--- config.mk ---
export PLATFORM = sky130hd
export DESIGN_NAME = hazard_ctrl
export DESIGN_NICKNAME = d
export VERILOG_FILES = /design/src/rtl/hazard_pkg.sv /design/src/rtl/md_busy_counter.sv /design/src/rtl/hazard_ctrl.sv
export SDC_FILE = /design/constraint.sdc
export NUM_CORES = 1
export LEC_CHECK = 0
export ABC_AREA = 1
export ABC_CLOCK_PERIOD_IN_PS = 1400
export CAP_MARGIN = 20
export CORE_MARGIN = 3
export CORE_UTILIZATION = 55
export DETAILED_ROUTE_END_ITERATION = 8
export DONT_BUFFER_PORTS = 1
export GPL_TIMING_DRIVEN = 0
export HOLD_SLACK_MARGIN = 0.15
export PLACE_DENSITY = 0.83
export SYNTH_ARGS = -nofsm -noshare
export SYNTH_HDL_FRONTEND = slang
export SYNTH_SLANG_ARGS = --single-unit
--- constraint.sdc ---
create_clock -name clk -period 1.4 [get_ports clk]
set_input_delay 0.28 -clock clk [delete_from_list [all_inputs] [get_ports clk]]
set_output_delay 0.28 -clock clk [all_outputs]
set_load 0.03 [all_outputs]
--- src/rtl/hazard_pkg.sv ---
// Shared definitions for the pipeline hazard unit: forwarding select encodings,
// default mult/div latencies, busy-counter states and stage-match helpers.
package hazard_pkg;

    typedef logic [1:0] fwd_t;

    localparam fwd_t FWD_RF = 2'b00;
    localparam fwd_t FWD_M  = 2'b01;
    localparam fwd_t FWD_W  = 2'b10;

    localparam int MULT_LAT_DEF = 5;
    localparam int DIV_LAT_DEF  = 10;

    typedef enum logic {MD_IDLE, MD_BUSY} md_state_e;

    // Write-back view of a pipeline stage.
    typedef struct packed {
        logic       we;
        logic [4:0] wa;
    } wb_t;

    // Register 0 is hardwired, so a write to it never produces a hazard.
    function automatic logic reg_hit(input wb_t s, input logic [4:0] r);
        return s.we && (s.wa != 5'd0) && (s.wa == r);
    endfunction

    // A load in M has no data yet, so it cannot forward and W is tried next.
    function automatic fwd_t fwd_sel(input wb_t m, input logic ld_m, input wb_t w,
                                     input logic [4:0] r);
        if (reg_hit(m, r) && !ld_m)
            return FWD_M;
        else if (reg_hit(w, r))
            return FWD_W;
        return FWD_RF;
    endfunction

endpackage

--- src/rtl/md_busy_counter.sv ---
// Multiply/divide busy tracker: loads the unit latency on start and counts
// down; busy is high while the remaining count is nonzero.
module md_busy_counter
    import hazard_pkg::*;
#(
    parameter int MULT_LAT = MULT_LAT_DEF,
    parameter int DIV_LAT  = DIV_LAT_DEF
) (
    input  logic clk,
    input  logic rst_n,
    input  logic start,
    input  logic isDiv,
    output logic busy
);

    localparam int MAX_LAT = (MULT_LAT > DIV_LAT) ? MULT_LAT : DIV_LAT;
    localparam int CW      = $clog2(MAX_LAT + 1);

    md_state_e     state, state_nxt;
    logic [CW-1:0] count, count_nxt;

    always_ff @(posedge clk or negedge rst_n) begin
        if (!rst_n) begin
            state <= MD_IDLE;
            count <= '0;
        end else begin
            state <= state_nxt;
            count <= count_nxt;
        end
    end

    // A new start always wins, even mid-operation.
    always_comb begin
        count_nxt = count;
        if (start)
            count_nxt = isDiv ? CW'(DIV_LAT) : CW'(MULT_LAT);
        else if (state == MD_BUSY && count != '0)
            count_nxt = count - CW'(1);
        state_nxt = (count_nxt != '0) ? MD_BUSY : MD_IDLE;
    end

    always_comb begin
        busy = (state == MD_BUSY);
    end

endmodule

--- src/rtl/hazard_ctrl.sv ---
// Pipeline hazard unit: load-use, compare and mult/div stalls plus D/E forwarding.
// Define HAZARD_PERF_EN to add the perfStalls stall-cycle counter output.
module hazard_ctrl
    import hazard_pkg::*;
#(
    parameter int MULT_LAT = MULT_LAT_DEF,
    parameter int DIV_LAT  = DIV_LAT_DEF
) (
    input  logic        clk,
    input  logic        rst_n,
    input  logic [4:0]  rsD,
    input  logic [4:0]  rtD,
    input  logic        useRsD,
    input  logic        useRtD,
    input  logic        cmpD,
    input  logic [4:0]  rsE,
    input  logic [4:0]  rtE,
    input  logic [4:0]  waE,
    input  logic [4:0]  waM,
    input  logic [4:0]  waW,
    input  logic        weE,
    input  logic        weM,
    input  logic        weW,
    input  logic        ldE,
    input  logic        ldM,
    input  logic        mdStartE,
    input  logic        mdDivE,
    input  logic        mdUseD,
    output logic        stallF,
    output logic        stallD,
    output logic        Eclr,
    output logic [1:0]  fwdRsD,
    output logic [1:0]  fwdRtD,
    output logic [1:0]  fwdRsE,
    output logic [1:0]  fwdRtE,
    output logic        mdBusy
`ifdef HAZARD_PERF_EN
    ,
    output logic [31:0] perfStalls
`endif
);

    wb_t  stE, stM, stW;
    logic hitE, hitM;
    logic ldStall, cmpStall, mdStall, stall;

    md_busy_counter #(
        .MULT_LAT (MULT_LAT),
        .DIV_LAT  (DIV_LAT)
    ) u_md_busy (
        .clk   (clk),
        .rst_n (rst_n),
        .start (mdStartE),
        .isDiv (mdDivE),
        .busy  (mdBusy)
    );

    always_comb begin
        stE = '{we: weE, wa: waE};
        stM = '{we: weM, wa: waM};
        stW = '{we: weW, wa: waW};

        hitE = (useRsD && reg_hit(stE, rsD)) || (useRtD && reg_hit(stE, rtD));
        hitM = (useRsD && reg_hit(stM, rsD)) || (useRtD && reg_hit(stM, rtD));

        ldStall  = ldE && hitE;
        cmpStall = cmpD && (hitE || (ldM && hitM));
        mdStall  = mdUseD && (mdBusy || mdStartE);
        // Outputs are held quiet while reset is asserted.
        stall    = rst_n && (ldStall || cmpStall || mdStall);

        stallF = stall;
        stallD = stall;
        Eclr   = stall;

        fwdRsE = rst_n ? fwd_sel(stM, ldM, stW, rsE) : FWD_RF;
        fwdRtE = rst_n ? fwd_sel(stM, ldM, stW, rtE) : FWD_RF;
        fwdRsD = rst_n ? fwd_sel(stM, ldM, stW, rsD) : FWD_RF;
        fwdRtD = rst_n ? fwd_sel(stM, ldM, stW, rtD) : FWD_RF;
    end

`ifdef HAZARD_PERF_EN
    always_ff @(posedge clk or negedge rst_n) begin
        if (!rst_n)
            perfStalls <= '0;
        else if (stallD)
            perfStalls <= perfStalls + 32'd1;
    end
`endif

endmodule

==> impl_metrics.csv, run 1 <==
group,metric,value,unit
drt,vias,1376,
pwr,clkPwrFrac,20.8,%
clock_tree,clock_latency,0.25,ns
finish,multiInputGateArea,1050,um^2
synthesis,synth_cell_type_count,35,
sta,slew_viol_final,0,
synthesis,synth-edff-count,0,
sta,fin_crit,1.82,ns
floorplanning,row_count,16,
pwr,combPwrFrac,56.2,%
sta,tightest_slew,0.597,ns
clock_tree,cts_max_level,1,
clock_tree,cts_buffers,3,
floorplanning,dieWidth,52.6,um
clock_tree,cts_root_buf,"clkbuf_4",
drt,dr.pass1.iters,4,
flow_run,drv_cap,0,
finish,diodes,0,
synthesis,ys.flop_type,"dfrtp_1",
finish,layout_commonest_cell,"nand2_1",
setup_path,endpoint_kind,"output pin",
setup_path,crit_fanout,5,
sta,layout_setup_ws,-0.423,ns
pwr,switching_share,40.2,%
pwr,switching_power,335,uW
floorplanning,start_util,59.6,%
setup_path,cp-start-kind,"primary input",
setup_path,reg2reg_setup_slack,0.02,ns
sta,fin_crit_sh,130,%
drt,wl,3710,um
finish,fillers,145,
global_route,grt_use_total,27.5,%
synthesis,yosysSeqAreaShare,10.5,%
global_route,grt_first_pass_wirelength,5750,um
setup_path,timing.rr.end,"u_md_busy.busy$_DFF_PN0_",
setup_path,crit_type,"in -> out",
synthesis,synth.net_count,247,
min_path,min_path_cells,2,
min_path,whs_endpoint,"u_md_busy.count[0]$_DFF_PN0_",
floorplanning,die-area,2770,um^2
synthesis,netlist_area,1190,um^2
setup_path,cp_data_arrival_time,1.54,ns
min_path,hold_start,"mdStartE",
global_route,antenna_found_initial,0,
pwr,p_seq_share,23.1,%
finish,final-seq-area,126,um^2
clock_tree,clock_path_buffers,2,
placement,place_area,1280,um^2
drt,drc,0,
synthesis,async_flop_share,100,%
placement,portBuffers,0,
finish,nets,263,
pwr,intPower,498,uW
finish,area_growth,30.5,%
global_route,overflow,0,
drt,drt_first_iter_violations,54,
setup_path,cp_data_required_time,1.12,ns
finish,utilization,77.8,%
outcome,status,"finished, violations left",
finish,design_area,1560,um^2
drt,wl_per_cell,15.5,um
setup_path,r2r-start,"u_md_busy.count[1]$_DFF_PN0_",
sta,skew,0.00373,ns
sta,fmax,549,MHz
clock_tree,cts_sinks,5,
synthesis,ys.warnings.count,0,
synthesis,ys_seq_elements,5,
synthesis,avgSynthCellArea,6.03,um^2
setup_path,reg2reg_depth,8,
pwr,ir_drop,0.000545,V
drt,vias_per_cell,5.73,
sta,rsz0062_at_grt,"true",
pwr,power_density,535,nW/um^2
floorplanning,core,2000,um^2
placement,gp_congestion,0.893,
global_route,grt_max_degree,8,
drt,final_antenna_net_count,0,
pwr,p_leak,0.701,nW
clock_tree,cts_tree,"done",
clock_tree,clkTransAtPathRegs,0.04,ns
pwr,power,833,uW
synthesis,syn_inst,198,
sta,setup-violations-final,11,
global_route,grt_pass1_vias,1286,
placement,hpwl,2760,um
floorplanning,ioPinCount,60,
sta,hold_viol_final,0,
floorplanning,fp.dieH,52.6,um
finish,layout_common_cells,"nand2_1 (39), inv_1 (23), nor2_1 (14), xor2_1 (13), nand3_1 (9)",
sta,relSlewSlack,60.0,%
outcome,violations,"setup timing",
min_path,min_path_type,"in -> reg",
finish,drive_gt1_share,29.1,%
[worst max-delay path by stage]
| stage | from | endpoint | slack, ns | depth (start not counted) |
|---|---|---|---|---|
| detailed placement | waM[4] | stallD | -0.43 | 10 |
| finish | waM[4] | stallD | -0.42 | 10 |
| floorplan | waM[4] | stallD | -0.32 | 10 |
| global placement | waM[4] | stallD | -0.39 | 12 |
| global route | waM[4] | stallF | -0.54 | 10 |
| CTS | waM[4] | stallD | -0.38 | 10 |
[critical path, cell delays in order]
cell and delay, ns:
buf_12 0.11, xor2_1 0.13, nor2_1 0.16, nand4_1 0.11, nand2_1 0.07, nand2_1 0.06
nand2_1 0.06, nand2_2 0.06, a21oi_4 0.31, buf_6 0.19
[power by group through the flow]
stage / logic (mW) / clock network (mW) / registers [mW]
after floorplan: 0.309 / 0 / 0.186
after global placement: 0.341 / 0 / 0.191
after detailed placement: 0.351 / 0 / 0.192
after CTS: 0.428 / 0.179 / 0.191
after global routing: 0.515 / 0.192 / 0.195
final: 0.468 / 0.173 / 0.192
[cell type report]
class / instances / area share (%)
multi-input cells: 154 / 67.1
inverters: 33 / 8.76
flip-flops and latches: 5 / 8.11
plain buffers: 6 / 6.27
repair buffers: 11 / 5.86
well taps: 27 / 2.17
clock buffers: 4 / 1.69
[synth_stat cells, types with 2 or more instances]
| cell type | number | share of area, % |
|---|---|---|
| o22ai_1 | 4 | 2.1 |
| buf_2 | 2 | 0.84 |
| nor4_2 | 2 | 2.1 |
| xnor2_1 | 9 | 6.6 |
| dfrtp_1 | 5 | 10 |
| nand3_1 | 9 | 3.8 |
| buf_4 | 3 | 1.9 |
| inv_1 | 30 | 9.4 |
| inv_2 | 3 | 0.94 |
| a21oi_1 | 9 | 3.8 |
| a31oi_1 | 2 | 1.0 |
| xor2_1 | 16 | 12 |
| nor2_1 | 18 | 5.7 |
| or2_0 | 3 | 1.6 |
| nand3_2 | 3 | 2.5 |
| o21ai_0 | 10 | 4.2 |
| nor3_1 | 5 | 2.1 |
| nand4_1 | 7 | 3.7 |
| nand2_1 | 42 | 13 |
[per-layer routing]
| metal | up-vias | global-route usage, % | wire length [um] | share of wire [%] |
|---|---|---|---|---|
| met5 | - | 0 | 0 | 0 |
| met4 | 0 | 12.8 | 78 | 2.1 |
| met3 | 10 | 8.26 | 377 | 10 |
| met2 | 72 | 46.7 | 1930 | 52 |
| met1 | 625 | 31.2 | 1330 | 36 |
| li1 | 669 | - | - | - |
[cell families after synthesis]
group	after synthesis	share of synthesized area, %
fa+ha+maj	1	1.05
compound gates	31	16.4
buf+inv	39	14.0
flops	5	10.5
xor+xnor	25	18.3
simple gates	97	39.7
[through the flow]
stage	setup TNS, ns	hold slack (ns)	worst slack [ns]	cells
3_3_place_gp	-2.46	-0.0154	-0.393	225
3_5_place_dp	-2.76	-0.0154	-0.425	225
2_1_floorplan	-1.48	-0.0156	-0.324	198
6_report	-2.80	0.250	-0.423	240
4_1_cts	-2.09	0.216	-0.384	236
5_1_grt	-3.78	0.254	-0.538	240
[repair_timing]
item                                    4_1_cts  5_1_grt
endpoints found under the setup margin       13       13
buffers inserted                              5        4
cloned                                        0        0
hold endpoints to repair                      6        0
resized for setup                            28       10
pin swaps                                    22       11
hold buffers                                  2        0
[state kept, by name, indices dropped and copies added (netlist names)]
| name | cells |
|---|---|
| u_md_busy.busy | 1 |
| u_md_busy.count | 4 |
(Power assumes the default switching activity.)
==> inputs of run 2 (changes only) <==
- GPL_TIMING_DRIVEN: 0 -> 1
==> run 2 against run 1 <==
Hold slack lost 0.092 ns. Clock-buffer cell count is the same. Critical endpoint is now Eclr. Wire length grew 23%. Clock skew shrank 0.0034 ns. Utilization grew 3.0 points. Final cell count grew 2.1%. Die area is the same. Worst setup slack gained 0.17 ns. The flow still finishes with violations (setup timing). Design area grew 3.9%. First-iteration DRC count grew 35%. Largest power group unchanged. Critical path type unchanged. Clock power shrank 7%. Highest routed layer unchanged. Sequential share of layout area shrank 0.38 points.
==> impl_metrics.csv, run 2 (synthesis results as in run 1) <==
group,metric,value,unit
flow_run,drv_cap,0,
floorplanning,core,2000,um^2
floorplanning,fp.dieH,52.6,um
global_route,antenna_found_initial,0,
sta,fin_crit,1.65,ns
finish,finalNonFillerCells,245,
pwr,ir_drop,0.000615,V
pwr,intPower,512,uW
finish,design_area,1620,um^2
setup_path,reg2reg_depth,8,
clock_tree,clock_latency,0.24,ns
pwr,switching_share,39.9,%
outcome,status,"finished, violations left",
setup_path,cp_data_arrival_time,1.37,ns
clock_tree,clock_path_buffers,2,
setup_path,r2r-start,"u_md_busy.count[1]$_DFF_PN0_",
setup_path,endpoint_kind,"output pin",
pwr,p_leak,0.728,nW
finish,regMostFlops,"u_md_busy.count",
pwr,power_density,527,nW/um^2
floorplanning,dieWidth,52.6,um
sta,skew,0.000349,ns
floorplanning,row_count,16,
finish,layout_common_cells,"nand2_1 (34), inv_1 (20), buf_4 (18), xor2_1 (15), nor2_1 (13)",
pwr,switching_power,340,uW
sta,layout_setup_ws,-0.248,ns
finish,layout_commonest_cell,"nand2_1",
sta,slew_viol_final,0,
drt,vias_per_cell,6.15,
finish,fillers,130,
setup_path,crit_type,"in -> out",
floorplanning,start_util,59.6,%
sta,tightest_slew,0.356,ns
pwr,p_seq_share,21.8,%
drt,wl_per_cell,18.7,um
placement,hpwl,2940,um
global_route,overflow,0,
sta,rsz0062_at_grt,"true",
setup_path,timing.rr.end,"u_md_busy.busy$_DFF_PN0_",
clock_tree,clkTransAtPathRegs,0.04,ns
min_path,min_path_type,"in -> reg",
clock_tree,cts_max_level,1,
setup_path,cp-startpoint,"waE[4]",
global_route,grt_max_degree,8,
global_route,grt_use_total,28.1,%
sta,setup-violations-final,10,
clock_tree,cts_buffers,3,
sta,fmax,607,MHz
drt,vias,1506,
global_route,grt_first_pass_wirelength,5890,um
floorplanning,ioPinCount,60,
setup_path,cp-start-kind,"primary input",
sta,relSlewSlack,76.0,%
sta,fin_crit_sh,118,%
sta,hold_viol_final,0,
pwr,power,853,uW
clock_tree,cts_sinks,5,
pwr,clkPwrFrac,18.9,%
placement,place_area,1340,um^2
finish,area_growth,35.5,%
finish,nets,268,
setup_path,worstSetupEndpoint,"Eclr",
setup_path,cp_data_required_time,1.12,ns
drt,wl,4570,um
placement,gp_congestion,0.927,
global_route,grt_pass1_vias,1421,
finish,largest_reg_flops,4,
placement,dp.cells,235,
sta,holdWs,0.157,ns
setup_path,reg2reg_setup_slack,0.01,ns
drt,final_antenna_net_count,0,
outcome,violations,"setup timing",
clock_tree,cts_root_buf,"clkbuf_4",
drt,drc,0,
finish,diodes,0,
pwr,combPwrFrac,59.3,%
placement,portBuffers,0,
setup_path,crit_fanout,4,
floorplanning,die-area,2770,um^2
clock_tree,cts_tree,"done",
drt,dr.pass1.iters,4,
drt,drt_first_iter_violations,73,
finish,drive_gt1_share,33.9,%
## run 2: final cells by class
class / count / area (um^2) / area share, %
Multi-Input combinational cell: 154 / 1070 / 65.9
Sequential cell: 5 / 125 / 7.73
Inverter: 33 / 179 / 11.1
Timing Repair Buffer: 22 / 188 / 11.6
Clock buffer: 4 / 26.3 / 1.62
Tap cell: 27 / 33.8 / 2.09
## run 2: power groups by stage
stage / Sequential, mW / Clock, mW / Combinational [mW]
floorplan: 0.186 / 0 / 0.309
global placement: 0.184 / 0 / 0.363
detailed placement: 0.185 / 0 / 0.380
CTS: 0.182 / 0.168 / 0.453
global route: 0.187 / 0.179 / 0.555
finish: 0.185 / 0.161 / 0.506
## run 2: routing by layer
metal | part of all wire [%] | vias up | track usage (%)
met5 | 0 | - | 0
met4 | 4.4 | 0 | 6.38
met3 | 9.6 | 24 | 5.41
met2 | 51 | 103 | 54.5
met1 | 35 | 702 | 30.6
li1 | - | 677 | -
## run 2: how the worst min path moves through the flow
stage | cells after the start | from | endpoint
2_1_floorplan | 0 | rst_n | u_md_busy.busy$_DFF_PN0_
3_3_place_gp | 0 | rst_n | u_md_busy.count[1]$_DFF_PN0_
3_5_place_dp | 0 | rst_n | u_md_busy.count[1]$_DFF_PN0_
4_1_cts | 1 | mdStartE | u_md_busy.count[1]$_DFF_PN0_
5_1_grt | 1 | mdStartE | u_md_busy.count[1]$_DFF_PN0_
6_report | 1 | mdStartE | u_md_busy.count[1]$_DFF_PN0_
## run 2: critical path, stage by stage
cell	delay, ns
inv_1	0.06
nand2_1	0.08
o21ai_1	0.06
a21oi_1	0.14
nand3_1	0.10
nand2_1	0.09
nand3_1	0.09
nand2_1	0.07
inv_2	0.04
a21oi_4	0.16
buf_12	0.18
## run 2: per-stage QoR
step | TNS, ns | setup WS (ns) | util [%]
2_1_floorplan | -1.48 | -0.324 | -
3_3_place_gp | -1.02 | -0.185 | 67.1
3_5_place_dp | -1.46 | -0.237 | 67.1
4_1_cts | -1.07 | -0.170 | 76.1
5_1_grt | -2.89 | -0.401 | 80.8
6_report | -1.72 | -0.248 | 80.8
## run 2: what timing repair did
action / CTS / global route
gates resized for setup: 33 / 20
buffers inserted: 4 / 2
endpoints found under the setup margin: 11 / 14
hold endpoints to repair: 5 / 0
pin swaps: 25 / 16
hold buffers: 1 / 0
